===== config.mk =====
export PLATFORM = sky130hd
export DESIGN_NAME = conv_array_sched
export DESIGN_NICKNAME = d
export VERILOG_FILES = /design/src/rtl/conv_array_sched.sv
export SDC_FILE = /design/constraint.sdc
export NUM_CORES = 1
export LEC_CHECK = 0
export CAP_MARGIN = 10
export CELL_PAD_IN_SITES_DETAIL_PLACEMENT = 0
export CELL_PAD_IN_SITES_GLOBAL_PLACEMENT = 1
export CORE_MARGIN = 3
export CORE_UTILIZATION = 33
export CTS_CLUSTER_DIAMETER = 30
export DETAILED_ROUTE_END_ITERATION = 7
export GPL_TIMING_DRIVEN = 0
export PLACE_DENSITY_LB_ADDON = 0.1
export SETUP_SLACK_MARGIN = 0.1
export SYNTH_ARGS = -nofsm -noshare
export SYNTH_HDL_FRONTEND = slang
export SYNTH_SLANG_ARGS = --single-unit

===== constraint.sdc =====
create_clock -name clk -period 3.4 [get_ports clk]
set_input_delay 1.02 -clock clk [delete_from_list [all_inputs] [get_ports clk]]
set_output_delay 1.02 -clock clk [all_outputs]
set_load 0.05 [all_outputs]

===== src/rtl/conv_array_sched.sv =====
// conv_array_sched: layer-level sequencer for the conv_unit array.
// Takes one layer command at a time. It broadcasts the parameter word and clears the
// buffers, streams weights into each unit in turn, and then broadcasts feature words.
// It gates the array pipeline and counts result beats until the layer completes.
`timescale 1ns/1ps
module conv_array_sched #(
  parameter int N_CONV_UNIT = 8,
  parameter int DATA_WIDTH  = 64,
  parameter int B_PARA      = 64,
  parameter int B_WCNT      = 16,
  parameter int B_OCNT      = 20
) (
  input  logic                   clk,
  input  logic                   rst,
  input  logic                   cmd_valid,
  output logic                   cmd_ready,
  input  logic [B_PARA-1:0]      cmd_para,
  input  logic [B_WCNT-1:0]      cmd_wei_words,
  input  logic [B_WCNT-1:0]      cmd_ftm_words,
  input  logic [B_OCNT-1:0]      cmd_out_cnt,
  input  logic                   s_valid,
  output logic                   s_ready,
  input  logic [DATA_WIDTH-1:0]  s_data,
  output logic [B_PARA-1:0]      para,
  output logic                   para_we,
  output logic                   fb_clr,
  output logic                   wb_clr,
  output logic [DATA_WIDTH-1:0]  di,
  output logic [N_CONV_UNIT-1:0] fb_we,
  output logic [N_CONV_UNIT-1:0] wb_we,
  input  logic [N_CONV_UNIT-1:0] fb_full,
  input  logic [N_CONV_UNIT-1:0] wb_full,
  input  logic [N_CONV_UNIT-1:0] fb_sufficient,
  input  logic [N_CONV_UNIT-1:0] wb_sufficient,
  input  logic                   acc_o_valid,
  output logic                   pipe_en,
  output logic                   busy,
  output logic                   done
);

  localparam int SEL_W = (N_CONV_UNIT > 1) ? $clog2(N_CONV_UNIT) : 1;
  localparam logic [SEL_W-1:0] LAST_UNIT = SEL_W'(N_CONV_UNIT - 1);

  typedef enum logic [2:0] {
    S_IDLE,
    S_CFG,
    S_CLR,
    S_LD_WEI,
    S_LD_FTM,
    S_RUN,
    S_DONE
  } state_t;

  state_t state, state_nxt;

  logic [B_PARA-1:0]      para_q;
  logic [B_WCNT-1:0]      wei_words;
  logic [B_WCNT-1:0]      ftm_words;
  logic [B_OCNT-1:0]      out_cnt;
  logic [B_WCNT-1:0]      wcnt;
  logic [B_WCNT-1:0]      fcnt;
  logic [B_OCNT-1:0]      ocnt;
  logic [SEL_W-1:0]       unit_sel;

  logic [DATA_WIDTH-1:0]  di_p1;
  logic [N_CONV_UNIT-1:0] wb_we_p1;
  logic [N_CONV_UNIT-1:0] fb_we_p1;

  logic                   cmd_hs;
  logic                   s_hs;
  logic                   wei_last;
  logic                   ftm_last;
  logic                   unit_last;
  logic                   cnt_phase;
  logic                   ocnt_hit;
  logic                   run_done;
  logic [N_CONV_UNIT-1:0] unit_onehot;

  assign cmd_ready   = (state == S_IDLE);
  assign busy        = (state != S_IDLE);
  assign cmd_hs      = cmd_valid & cmd_ready;

  // Stream is only accepted while loading; the weight path honours only the selected unit.
  assign s_ready     = (state == S_LD_WEI) ? ~wb_full[unit_sel] :
                       (state == S_LD_FTM) ? ~(|fb_full)        : 1'b0;
  assign s_hs        = s_valid & s_ready;

  assign wei_last    = (wcnt == wei_words - B_WCNT'(1));
  assign ftm_last    = (fcnt == ftm_words - B_WCNT'(1));
  assign unit_last   = (unit_sel == LAST_UNIT);
  assign unit_onehot = N_CONV_UNIT'(1) << unit_sel;

  // Result beats are counted during feature load and run. A beat arriving on the
  // cycle the count is reached still finishes the layer.
  assign cnt_phase   = (state == S_LD_FTM) || (state == S_RUN);
  assign ocnt_hit    = (ocnt == out_cnt);
  assign run_done    = ocnt_hit | (acc_o_valid & ((ocnt + B_OCNT'(1)) == out_cnt));

  assign pipe_en     = cnt_phase & (&fb_sufficient) & (&wb_sufficient);

  assign para        = para_q;
  assign di          = di_p1;
  assign wb_we       = wb_we_p1;
  assign fb_we       = fb_we_p1;

  // State register.
  always_ff @(posedge clk) begin
    if (rst) begin
      state <= S_IDLE;
    end else begin
      state <= state_nxt;
    end
  end

  // Next-state logic and the single-cycle control strobes.
  always_comb begin
    state_nxt = state;
    para_we   = 1'b0;
    fb_clr    = 1'b0;
    wb_clr    = 1'b0;
    done      = 1'b0;
    case (state)
      S_IDLE: begin
        if (cmd_valid) state_nxt = S_CFG;
      end
      S_CFG: begin
        para_we   = 1'b1;
        state_nxt = S_CLR;
      end
      S_CLR: begin
        fb_clr = 1'b1;
        wb_clr = 1'b1;
        if (wei_words != '0)      state_nxt = S_LD_WEI;
        else if (ftm_words != '0) state_nxt = S_LD_FTM;
        else                      state_nxt = S_RUN;
      end
      S_LD_WEI: begin
        if (s_hs && wei_last && unit_last)
          state_nxt = (ftm_words != '0) ? S_LD_FTM : S_RUN;
      end
      S_LD_FTM: begin
        if (s_hs && ftm_last) state_nxt = S_RUN;
      end
      S_RUN: begin
        if (run_done) state_nxt = S_DONE;
      end
      S_DONE: begin
        done      = 1'b1;
        state_nxt = S_IDLE;
      end
      default: state_nxt = S_IDLE;
    endcase
  end

  // Command latch, per-unit word counters, unit select and result-beat counter.
  always_ff @(posedge clk) begin
    if (rst) begin
      para_q    <= '0;
      wei_words <= '0;
      ftm_words <= '0;
      out_cnt   <= '0;
      wcnt      <= '0;
      fcnt      <= '0;
      ocnt      <= '0;
      unit_sel  <= '0;
    end else begin
      if (cmd_hs) begin
        para_q    <= cmd_para;
        wei_words <= cmd_wei_words;
        ftm_words <= cmd_ftm_words;
        out_cnt   <= cmd_out_cnt;
        wcnt      <= '0;
        fcnt      <= '0;
        ocnt      <= '0;
        unit_sel  <= '0;
      end
      if ((state == S_LD_WEI) && s_hs) begin
        if (wei_last) begin
          wcnt     <= '0;
          unit_sel <= unit_last ? '0 : unit_sel + SEL_W'(1);
        end else begin
          wcnt <= wcnt + B_WCNT'(1);
        end
      end
      if ((state == S_LD_FTM) && s_hs) begin
        fcnt <= ftm_last ? '0 : fcnt + B_WCNT'(1);
      end
      // Once the target is reached, further beats do not push the count past it.
      if (cnt_phase && acc_o_valid && !ocnt_hit) begin
        ocnt <= ocnt + B_OCNT'(1);
      end
    end
  end

  // ---- p0 -> p1: accepted stream word becomes a buffer write one cycle later ----
  always_ff @(posedge clk) begin
    if (rst) begin
      di_p1    <= '0;
      wb_we_p1 <= '0;
      fb_we_p1 <= '0;
    end else begin
      wb_we_p1 <= ((state == S_LD_WEI) && s_hs) ? unit_onehot : '0;
      fb_we_p1 <= ((state == S_LD_FTM) && s_hs) ? '1 : '0;
      if (s_hs) di_p1 <= s_data;
    end
  end

endmodule


* Yosys cells after proc, flatten, opt, wreduce, memory -nomap -nowiden *
Cells that the tools add are included.

word-level totals
  bits of input ports = 217
  output and inout port bits = 152
  register bits after elaboration = 254
  logic and storage cells = 91

cells by class
  bitwise logic cells = 9
  magnitude comparators = 1
  $add $sub $neg = 6
  mux-type cells = 26
  shift operators = 1
  equality and inequality tests = 15
  reductions and logical operators = 21

operators with widths
  kind                     number
  $mux W16                 5
  $eq A20 B20 Y1           2
  $mux W20                 2
  $add A16 B1 Y16 const B  2
  $eq A16 B16 Y1           2
  $reduce_bool A16 Y1      2
  $sub A16 B1 Y16 const B  2
  $mux W3                  9
  $add A20 B1 Y20 const B  1
  $pmux W3 S6              1
  $reduce_and A8 Y1        2
  $eq A3 B3 Y1 const B     4
  $mux W8                  1
  $reduce_or A8 Y1         1
  $shl A1 B3 Y8 const A    1
  $logic_and A1 B1 Y1      7
  $mux W1                  7
  $eq A3 B2 Y1 const B     2
  $reduce_bool A2 Y1       3
  $and A1 B1 Y1            5
  $lt A3 B4 Y1 const B     1
  $ne A2 B1 Y1 const B     2
  $ne A2 B2 Y1 const B     2
  $reduce_and A4 Y1        1
  other kinds (10)         12

* Longest topological paths before layout *
Gate-level depths: netlist (run 1).

  depth in word-level cells = 9
  mapped depth = 12

* Worst setup path before layout (run 1) *
No wires, ideal clock.

  path type = input to output
  from = input port wb_sufficient[1]
  to = output port pipe_en
  path slack = -291 ps
  stages on the path = 3
  path buffers = 0
  arrival time = 2671 ps
  data required time = 2380 ps
  cells stage by stage = and3_1 nand3_1 nor4_1

between the ends
  cells in the longest elaborated chain, start to end = 2

ends and longest elaborated chain
  what               line  text
  start, declared    34    input logic [N_CONV_UNIT-1:0] wb_sufficient,
  $reduce_and A8 Y1  99    assign pipe_en = cnt_phase & (&fb_sufficient) & (&wb_sufficient);
  $and A1 B1 Y1      99
  end, declared      36    output logic pipe_en,

Every way passes these cells.

* Worst setup path in the final report (run 1) *
  from = input port fb_sufficient[6]
  to = output port pipe_en

between the ends
  cells in the longest elaborated chain, start to end = 3

ends and longest elaborated chain
  what                         line  text
  start, declared              33    input logic [N_CONV_UNIT-1:0] fb_sufficient,
  $reduce_and A8 Y1            99
  $and A1 B1 Y1 (2 in series)  99

Every way passes these cells.

==> results of run 1 <==
[metal layers]
layer  wire length (µm)  part of all wire  track usage
met5                  0                 0            0
met4               1130             0.026       0.0761
met1              18400              0.42        0.272
met2              20600              0.47        0.375
met3               4100             0.093       0.0938
[cells in the final DEF, fill, tap and decap left out, types with 19 or more instances in the layout]
cell	synthesis	final
and2_1	19	19
xor2_1	26	26
nor2_1	44	43
nand3_1	34	34
dfxtp_1	247	246
clkbuf_16	0	74
a21oi_1	214	214
nand2_1	407	407
or3_1	20	20
clkbuf_1	88	85
clkdlybuf4s50_1	0	345
xnor2_1	45	45
nand4_1	19	19
o21ai_0	25	25
[area by class of cell]
type | instances | area [µm²]
timing repair buffer | 373 | 3690
clock buffer | 95 | 2070
buffer | 108 | 485
inverter | 17 | 63.8
multi-input combinational | 1121 | 6260
fill | 3310 | 16100
antenna | 2 | 5.00
sequential | 247 | 4950
clock inverter | 34 | 412
tap | 455 | 569
[logic make-up after synthesis]
group / after synthesis
AOI/OAI and AO/OA: 350
and+or+nand+nor: 681
DFF: 247
buffers and inverters: 125
adders and majority gates: 12
muxes: 7
xor gates and xnor gates: 71
[worst paths after layout]
path,start,to,slack [ps]
worst max-delay path,fb_sufficient[6],pipe_en,110
worst min-delay path,di[31],di[31],450
worst max register to register,unit_sel[0],wcnt[15],270
worst min register to register,di[31],di[31],450
[registers in the layout, indices dropped and copies added (netlist names)]
| register | cells |
|---|---|
| fcnt | 16 |
| out_cnt | 20 |
| ftm_words | 16 |
| wcnt | 16 |
| unit_sel | 3 |
| di | 64 |
| wb_we | 8 |
| ocnt | 20 |
| state | 3 |
| wei_words | 16 |
| fb_we | 1 |
| para | 64 |
[power by group]
group	internal [mW]	switching, mW	leakage [nW]
combinational	1.20	2.09	3.57
sequential	3.18	0.231	2.01
clock	4.84	1.95	1.22
[worst min-delay path, cell delays in order (launching register included)]
cell     delay [ps]
dfxtp_1         300
nand2_1          50
a21oi_1          50
[stage by stage]
| stage | power, mW | hold WS (ps) | cells | util |
|---|---|---|---|---|
| global placement | 6.73 | 441 | 2315 | 0.459 |
| CTS | 13.6 | 451 | 2445 | 0.533 |
| global route | 14.1 | 465 | 2452 | 0.534 |
| floorplan | 5.52 | 448 | 1493 | - |
| detailed placement | 6.74 | 448 | 2315 | 0.459 |
| finish | 13.5 | 451 | 2452 | 0.534 |
[repair_timing]
action,4_1_cts,5_1_grt
pin swaps,3,6
setup endpoints to repair,119,43
gates resized for setup,45,42
buffers inserted,1,5
==> flow_metrics.env, run 1 <==
export IMPL_cp_end_kind="output port"
export IMPL_min_path_cells=2
export IMPL_period_share=0.969
export IMPL_route_detailed_drc=0
export IMPL_synthAdderAreaFrac=0.0129
export IMPL_crit_type="input pin to output port"
export IMPL_gp_congestion=0.862
export IMPL_placed_cell_area_um2=15900
export IMPL_cp_depth=4
export IMPL_power_density_nw_per_um2=730
export IMPL_ctsHoldBuffers=0
export IMPL_synth_top_area_share=0.425
export IMPL_fin_area_um2=18500
export IMPL_synth_top_cells_by_count="nand2_1 (407), dfxtp_1 (247), a21oi_1 (214)"
export IMPL_clkSinkCount=247
export IMPL_netlist_instances=1493
export IMPL_drt_total_wl_mm=44.3
export IMPL_root_buffer="clkbuf_16"
export IMPL_vias=12300
export IMPL_ir_drop_uv=478
export IMPL_synth_lib_cells_used_distinct=70
export IMPL_cts_made_buffers=72
export IMPL_fp_coreArea_um2=34600
export IMPL_finalClockSkew_ps=18.8
export IMPL_die_w_um=194
export IMPL_firstDrtPassIters=5
export IMPL_grtUsageTotal=0.228
export IMPL_crit_arrival_ps=2270
export IMPL_crit_slowest_cell="clkdlybuf4s50_1"
export IMPL_grt_pass1_wl_mm=68.6
export IMPL_synth_compound_area_frac=0.181
export IMPL_die_area_um2=37500
export IMPL_layout_setup_ws_ps=106
export IMPL_avgSynthCellArea_um2=7.79
export IMPL_ys_seq_elements=247
export IMPL_path_clk_slew_ps=40
export IMPL_slew_headroom=0.465
export IMPL_min_period_ps=3290
export IMPL_cts_tree="built"
export IMPL_grt_pass1_vias=12100
export IMPL_dpl_hpwl_mm=32.8
export IMPL_clock_latency_ps=560
export IMPL_synth_edff_count=0
export IMPL_yosysSeqAreaShare=0.425
export IMPL_worstPathRequired_ps=2380
export IMPL_rsz0062_at_grt="true"
export IMPL_place_ws_ps=-1090
export IMPL_die_h_um=194
export IMPL_syn2layout_area_growth_pct=59.1
export IMPL_num_rows=68
export IMPL_synth_mux_area_frac=0.00828
export IMPL_fin_tns_setup_ps=0
export IMPL_cp_cell_sequence="clkdlybuf4s50_1, nand4_1, nor4_2, clkdlybuf4s15_2"
export IMPL_cap_violations=0
export IMPL_yosysMostFrequentCell="nand2_1"
export IMPL_crit_family="buffers and inverters"
export IMPL_drt_iter0_markers=608
export IMPL_initial_core_util=0.336
export IMPL_vias_per_cell=5.00
export IMPL_synthTopCellsByArea="dfxtp_1 (43%), nand2_1 (13%), a21oi_1 (9.2%), xnor2_1 (3.4%), clkbuf_1 (2.8%)"
export IMPL_grt_overflow=0
export IMPL_hold_violations=0
export IMPL_yosys_area_share_simple=0.273
export IMPL_drv_slew=0
export IMPL_ff2ff_path_depth=9
export IMPL_setup_viol=0
export IMPL_status="finished, final reports clean"
export IMPL_max_stage_delay_ps=460
export IMPL_cts_buffer_depth=3
export IMPL_worstSetupStartpointType="input pin"
export IMPL_synth_async_reset_ratio=0
export IMPL_synth_xor_area_frac=0.0535
export IMPL_yosys_warnings=0
export IMPL_htreeDepth=3
export IMPL_power_leakage_nw=6.79
export IMPL_wl_per_cell_um=18.1
export IMPL_drive_above_1_share=0.107
export IMPL_yosysTopAreaCell="dfxtp_1"
export IMPL_synth_nets=1722
export IMPL_hold_class="flip-flop to flip-flop"
export IMPL_fmax_mhz=304
export IMPL_io_buffers=367
export IMPL_worstPathMaxFanout=1
export IMPL_cp_num_buf_inv=2
export IMPL_final_nets=2169
export IMPL_synth_top_family_by_area="simple AND/OR/NAND/NOR gates"
export IMPL_syn_area_um2=11600
export IMPL_tightest_slew_ps=802
export IMPL_antenna_found_initial=2
export IMPL_ant_nets=0
export IMPL_synthFlopType="dfxtp_1"
export IMPL_grt_max_degree=11
export IMPL_io_pins=369
Note: power is estimated with default switching activity, not from simulation.
==> run 2: changes to the inputs <==
Settings changed: ABC_AREA from default to 1, CAP_MARGIN 10 to 40, CORE_ASPECT_RATIO from default to 0.5.
==> flow_metrics.env, run 2 <==
export IMPL_vias=12600
export IMPL_place_ws_ps=-500
export IMPL_syn_area_um2=12100
export IMPL_synth_lib_cells_used_distinct=40
export IMPL_cts_made_buffers=43
export IMPL_cts_tree="built"
export IMPL_die_w_um=276
export IMPL_initial_core_util=0.342
export IMPL_yosysSeqAreaShare=0.410
export IMPL_cap_violations=0
export IMPL_crit_arrival_ps=2280
export IMPL_firstDrtPassIters=6
export IMPL_clockPowerShare=0.358
export IMPL_io_pins=369
export IMPL_power_mw=12.5
export IMPL_grt_max_degree=13
export IMPL_status="finished, final reports clean"
export IMPL_avgSynthCellArea_um2=6.88
export IMPL_internal_power_mw=7.64
export IMPL_fin_area_um2=17900
export IMPL_cp_end_kind="output port"
export IMPL_placed_cell_area_um2=16400
export IMPL_antenna_found_initial=1
export IMPL_finalClockSkew_ps=15.3
export IMPL_cts_buffer_depth=3
export IMPL_final_cell_mix="nand2_1 (499), clkdlybuf4s50_1 (362), dfxtp_1 (247)"
export IMPL_hold_violations=0
export IMPL_worstSetupStartpointType="input pin"
export IMPL_ant_nets=0
export IMPL_vias_per_cell=4.72
export IMPL_hold_class="flip-flop to flip-flop"
export IMPL_ff2ff_path_depth=14
export IMPL_min_period_ps=3300
export IMPL_htreeDepth=2
export IMPL_ys_seq_elements=247
export IMPL_synthFlopType="dfxtp_1"
export IMPL_layout_setup_ws_ps=97.2
export IMPL_clkSinkCount=247
export IMPL_syn2layout_area_growth_pct=48.0
export IMPL_layout_commonest_cell="nand2_1"
export IMPL_final_nets=2398
export IMPL_yosysMostFrequentCell="nand2_1"
export IMPL_rsz0062_at_grt="true"
export IMPL_worstPathMaxFanout=2
export IMPL_ctsHoldBuffers=0
export IMPL_route_detailed_drc=0
export IMPL_num_rows=48
export IMPL_grt_overflow=0
export IMPL_power_density_nw_per_um2=702
export IMPL_swShare=0.390
export IMPL_diodes=0
export IMPL_reg2reg_to="fcnt[3]"
export IMPL_endpoint="s_ready"
export IMPL_netSwitchingPower_mw=4.89
export IMPL_synth_async_reset_ratio=0
export IMPL_gp_congestion=0.863
export IMPL_clock_latency_ps=540
export IMPL_io_buffers=368
export IMPL_power_leakage_nw=6.84
export IMPL_synth_top_cells_by_count="nand2_1 (499), dfxtp_1 (247), a21oi_1 (235)"
export IMPL_fin_tns_setup_ps=0
export IMPL_die_area_um2=39000
export IMPL_ir_drop_uv=404
export IMPL_synthTopCellsByArea="dfxtp_1 (41%), nand2_1 (16%), a21oi_1 (9.7%), nand3_1 (7.2%), inv_1 (4.1%)"
export IMPL_grt_pass1_wl_mm=70.1
export IMPL_grt_pass1_vias=12200
export IMPL_fmax_mhz=303
export IMPL_slew_headroom=0.459
export IMPL_wl_per_cell_um=17.3
export IMPL_dpl_hpwl_mm=35.9
export IMPL_timing_rr_start="ftm_words[0]"
export IMPL_setup_viol=0
export IMPL_die_h_um=141
export IMPL_p_seq_frac=0.286
export IMPL_synth_edff_count=0
export IMPL_period_share=0.971
export IMPL_netlist_instances=1755
export IMPL_cts_setup_buffers=0
export IMPL_drive_above_1_share=0.0709
export IMPL_drt_total_wl_mm=46.4
export IMPL_yosys_warnings=0
export IMPL_drt_iter0_markers=579
export IMPL_tightest_slew_ps=811
export IMPL_fp_coreArea_um2=35300
export IMPL_synth_top_area_share=0.410
export IMPL_drv_slew=0
export IMPL_combPwrFrac=0.356
export IMPL_path_clk_slew_ps=40
export IMPL_root_buffer="clkbuf_16"
export IMPL_r2r_setup_slack_ps=850
export IMPL_grtUsageTotal=0.227
export IMPL_crit_type="input pin to output port"
export IMPL_yosysTopAreaCell="dfxtp_1"
export IMPL_worstPathRequired_ps=2380
export IMPL_synth_nets=1984
export IMPL_startpoint="wb_full[4]"
## run 2: stage by stage
stage | instances | hold WS [ps] | utilization
2_1_floorplan | 1755 | 443 | -
3_3_place_gp | 2598 | 448 | 0.464
3_5_place_dp | 2599 | 451 | 0.464
4_1_cts | 2675 | 461 | 0.506
5_1_grt | 2675 | 471 | 0.506
6_report | 2675 | 460 | 0.506
## run 2: final cells by class
cell class | count | area, µm²
Clock inverter | 26 | 308
Fill cell | 3588 | 17400
Tap cell | 475 | 594
Buffer | 97 | 425
Sequential cell | 247 | 4940
Timing Repair Buffer | 369 | 3690
Clock buffer | 50 | 1170
Multi-Input combinational cell | 1269 | 6180
Inverter | 142 | 533
## run 2: worst min path at each step
stage	cells after the start	to	start	slack, ps
after floorplan	2	fcnt[3]	fcnt[3]	440
after global placement	2	para[32]	para[32]	450
after detailed placement	2	para[34]	para[34]	450
after CTS	2	para[34]	para[34]	460
after global routing	2	para[34]	para[34]	470
final	2	para[3]	para[3]	460
## run 2: power by group through the flow
stage | sequential [mW] | clock [mW] | combinational, mW
floorplan | 4.24 | 0 | 2.29
global placement | 3.63 | 0 | 4.48
detailed placement | 3.64 | 0 | 4.47
CTS | 3.58 | 4.57 | 4.49
global route | 3.64 | 4.69 | 4.93
finish | 3.58 | 4.49 | 4.46
## run 2: timing repair
item | 4_1_cts | 5_1_grt
endpoints found under the setup margin | 4 | 5
resized for setup | 15 | 8
pin swaps | 0 | 0
cloned | 0 | 0
## run 2: worst max-delay path, cell delays in order
cell and delay (ps):
clkdlybuf4s50_1 390, or2_2 270, nand3_1 70, nand3_1 90
nand3_2 110, nand2_1 60, inv_1 50, clkbuf_4 220
## run 2: routing by layer
layer  global-route usage  wire length [µm]  vias to the layer above
li1                     -                 -                     6534
met2                0.380             21700                      257
met5                    0                17                        -
met3               0.0624              2810                       60
met4               0.0480               886                        2
met1                0.295             21000                     5763
## run 2: logic make-up after synthesis
group / after synthesis / synth area share
AND/OR/NAND/NOR: 892 / 0.323
AO/OA/AOI/OAI: 300 / 0.128
flip-flops: 247 / 0.410
buffers and inverters: 239 / 0.0793
XOR/XNOR: 65 / 0.0472
adder cells (fa/ha/maj): 12 / 0.0124
==> RTL change: new RTL, config.mk and constraints of run 2 <==
The parameter `B_PARA` goes from 64 to 96.
--- a/src/rtl/conv_array_sched.sv
+++ b/src/rtl/conv_array_sched.sv
@@ -6,7 +6,7 @@
 module conv_array_sched #(
   parameter int N_CONV_UNIT = 8,
   parameter int DATA_WIDTH  = 64,
-  parameter int B_PARA      = 64,
+  parameter int B_PARA      = 96,
   parameter int B_WCNT      = 16,
   parameter int B_OCNT      = 20
 ) (
Ports: changed (resized cmd_para and para); port bits go from 369 to 433. The function was not compared with the original's and may differ.
==> RTL change against run 2 <==
- clock power is 24% higher
- first-iteration DRC count is 32% higher
- setup slack better by 0.052 ns
- synthesized area is 7.4% higher
- clock skew is 0.0024 ns lower
- power is 26% higher
- sequential share of layout area is 0.43 points higher
- design area is 11% higher
- sequential power is 21% higher
- sequential cell count is 32 higher
- core utilization is 1.6 points higher
- wire length is 5.3% higher
==> RTL change: results (changes against run 2) <==
Synth Area in Compound Gates 13.67% (+0.89 points); critical-path cell with the highest stage delay clkdlybuf4s50_1; register area share after synthesis 43.11% (+2.1 points); first-pass GRT wire length 74910 um (+6.9%); Synth Area in Adders 1.159% (-0.086 points); yosys warns 0 (unchanged); 1st-iter DRT viols 767 (+32%); final layout net count 2620 (+9.3%); Largest register FFs 96; total track usage 22.80% (+0.068 points); Synth Flop Type dfxtp_1; largest net degree at the start of global routing 14 (+1); CTS Root Cell clkbuf_16; total number of vias 13.55k (+7.4%); setup repair bufs after CTS 0 (unchanged); R2R depth 8 (-6); layout cells sized above 1 8.538% (+1.4 points); clk buf depth 3 (unchanged); FFs w/ async S/R, synth 0% (unchanged); Post-synth top cells 394 x nand2_1, 376 x nor2_1, 279 x dfxtp_1, 181 x o21ai_0, 142 x a21oi_1; Buffers on Ports 432 (+17%); top cells by area, synth dfxtp_1 43%, nand2_1 11%, nor2_1 11%, o21ai_0 7.0%, a21oi_1 5.5%; clock insertion delay at the later pin of the skew report 0.57 ns (+0.03 ns); DP HPWL 37490 um (+4.4%); initial antenna violation count 2 (+1); Cell variety after synth 42 (+5.0%); xor/xnor share of the synthesized area 4.191% (-0.53 points); gr ovfl total 0 (unchanged); largest stage delay on the critical path 0.46 ns (+0.07 ns); status finished clean; switching fraction of total power 40.37% (+1.4 points); P_leak 0.007939 uW (+16%); vias in the first global route 13.12k (+7.5%); FILL cells 3878 (+8.1%); Pre-Repair DR Iteration Count 6 (unchanged); total CTS buffers 51 (+19%); Worst Clk Skew 0.01284 ns (-0.002428 ns); Clock H-tree levels 2 (unchanged); Synth Net Count 2133 (+7.5%); DP Area 17950 um^2 (+9.7%); VDD IR-drop max 0.0005101 V (+26%); total wire length 48850 um (+5.3%); Rel. slew slack 45.68% (-0.22 points); combinational family with the most area after synthesis simple AND/OR/NAND/NOR gates; crit path DAT 2.23 ns (-0.05 ns); GPL Wtd Cong 0.8445 (-2.2%); Worst-path clk slew 0.05 ns; Hold Path Depth 2 (unchanged)
[RTL change: cell count changes after synthesis, moves of 9 or more]
cell,delta
a21oi_1,-93
buf_2,+11
clkbuf_1,-21
dfxtp_1,+32
inv_2,+9
nand2_1,-105
nand3_1,-101
nor2_1,+256
o21ai_0,+127
[RTL change: stage by stage]
step | setup WS [ns] | instances | power, uW | hold slack [ns]
after global placement | -0.4973 | 2824 | 10310 | 0.4514
after detailed placement | -0.4668 | 2825 | 10300 | 0.4547
final | 0.1490 | 2922 | 15810 | 0.4619
after floorplan | 0.2722 | 1872 | 8161 | 0.4555
after CTS | 0.1021 | 2920 | 15970 | 0.4628
after global routing | 0.01265 | 2922 | 16710 | 0.4755
[RTL change: cells by family after synthesis]
kind of cell	count (synthesis)
AOI/OAI and AO/OA	345
buffers and inverters	238
adders and majority gates	12
xor gates and xnor gates	62
DFF	279
and+or+nand+nor	936
[RTL change: what timing repair did]
| action | CTS | global route |
|---|---|---|
| resized for setup | 18 | 6 |
| hold endpoints to repair | 0 | 0 |
| setup endpoints to repair | 7 | 5 |
[RTL change: worst max-delay path, delay by kind of cell]
| family | cells | cell delay, ns |
|---|---|---|
| buffers and inverters | 3 | 0.65 |
| and+or+nand+nor | 5 | 0.44 |
| AOI/OAI and AO/OA | 1 | 0.11 |
[RTL change: per-layer routing]
metal	global-route usage (%)	up-vias	wire, um
li1	-	7006	-
met1	29.68	6108	21970
met2	37.20	358	22220
met3	6.552	80	3593
met4	5.695	2	1047
met5	0	-	13
[RTL change: layout make-up]
type                            instances  area [um^2]  share of cell area [%]
Inverter                              148        555.5                   2.798
Clock inverter                         38        514.2                   2.590
Timing Repair Buffer                  434         4342                   21.87
Buffer                                 90        420.4                   2.117
Antenna cell                            1        2.502                 0.01260
Sequential cell                       279         5585                   28.13
Tap cell                              520        650.6                   3.277
Multi-Input combinational cell       1355         6405                   32.26
Clock buffer                           57         1381                   6.957
[RTL change: power groups by stage]
| stage | Clock (uW) | Sequential, uW | Combinational (uW) |
|---|---|---|---|
| after floorplan | 0 | 5710 | 2450 |
| after global placement | 0 | 4370 | 5940 |
| after detailed placement | 0 | 4380 | 5920 |
| after CTS | 5710 | 4330 | 5930 |
| after global routing | 5880 | 4420 | 6420 |
| final | 5590 | 4330 | 5890 |
[RTL change: path summary, 6_finish.rpt]
| check | startpoint | to | slack, ns |
|---|---|---|---|
| setup reg to reg | state[0] | ftm_words[10] | 0.63 |
| setup / recovery | wb_full[6] | s_ready | 0.15 |
| hold reg to reg | di[47] | di[47] | 0.46 |
| hold / removal | di[47] | di[47] | 0.46 |
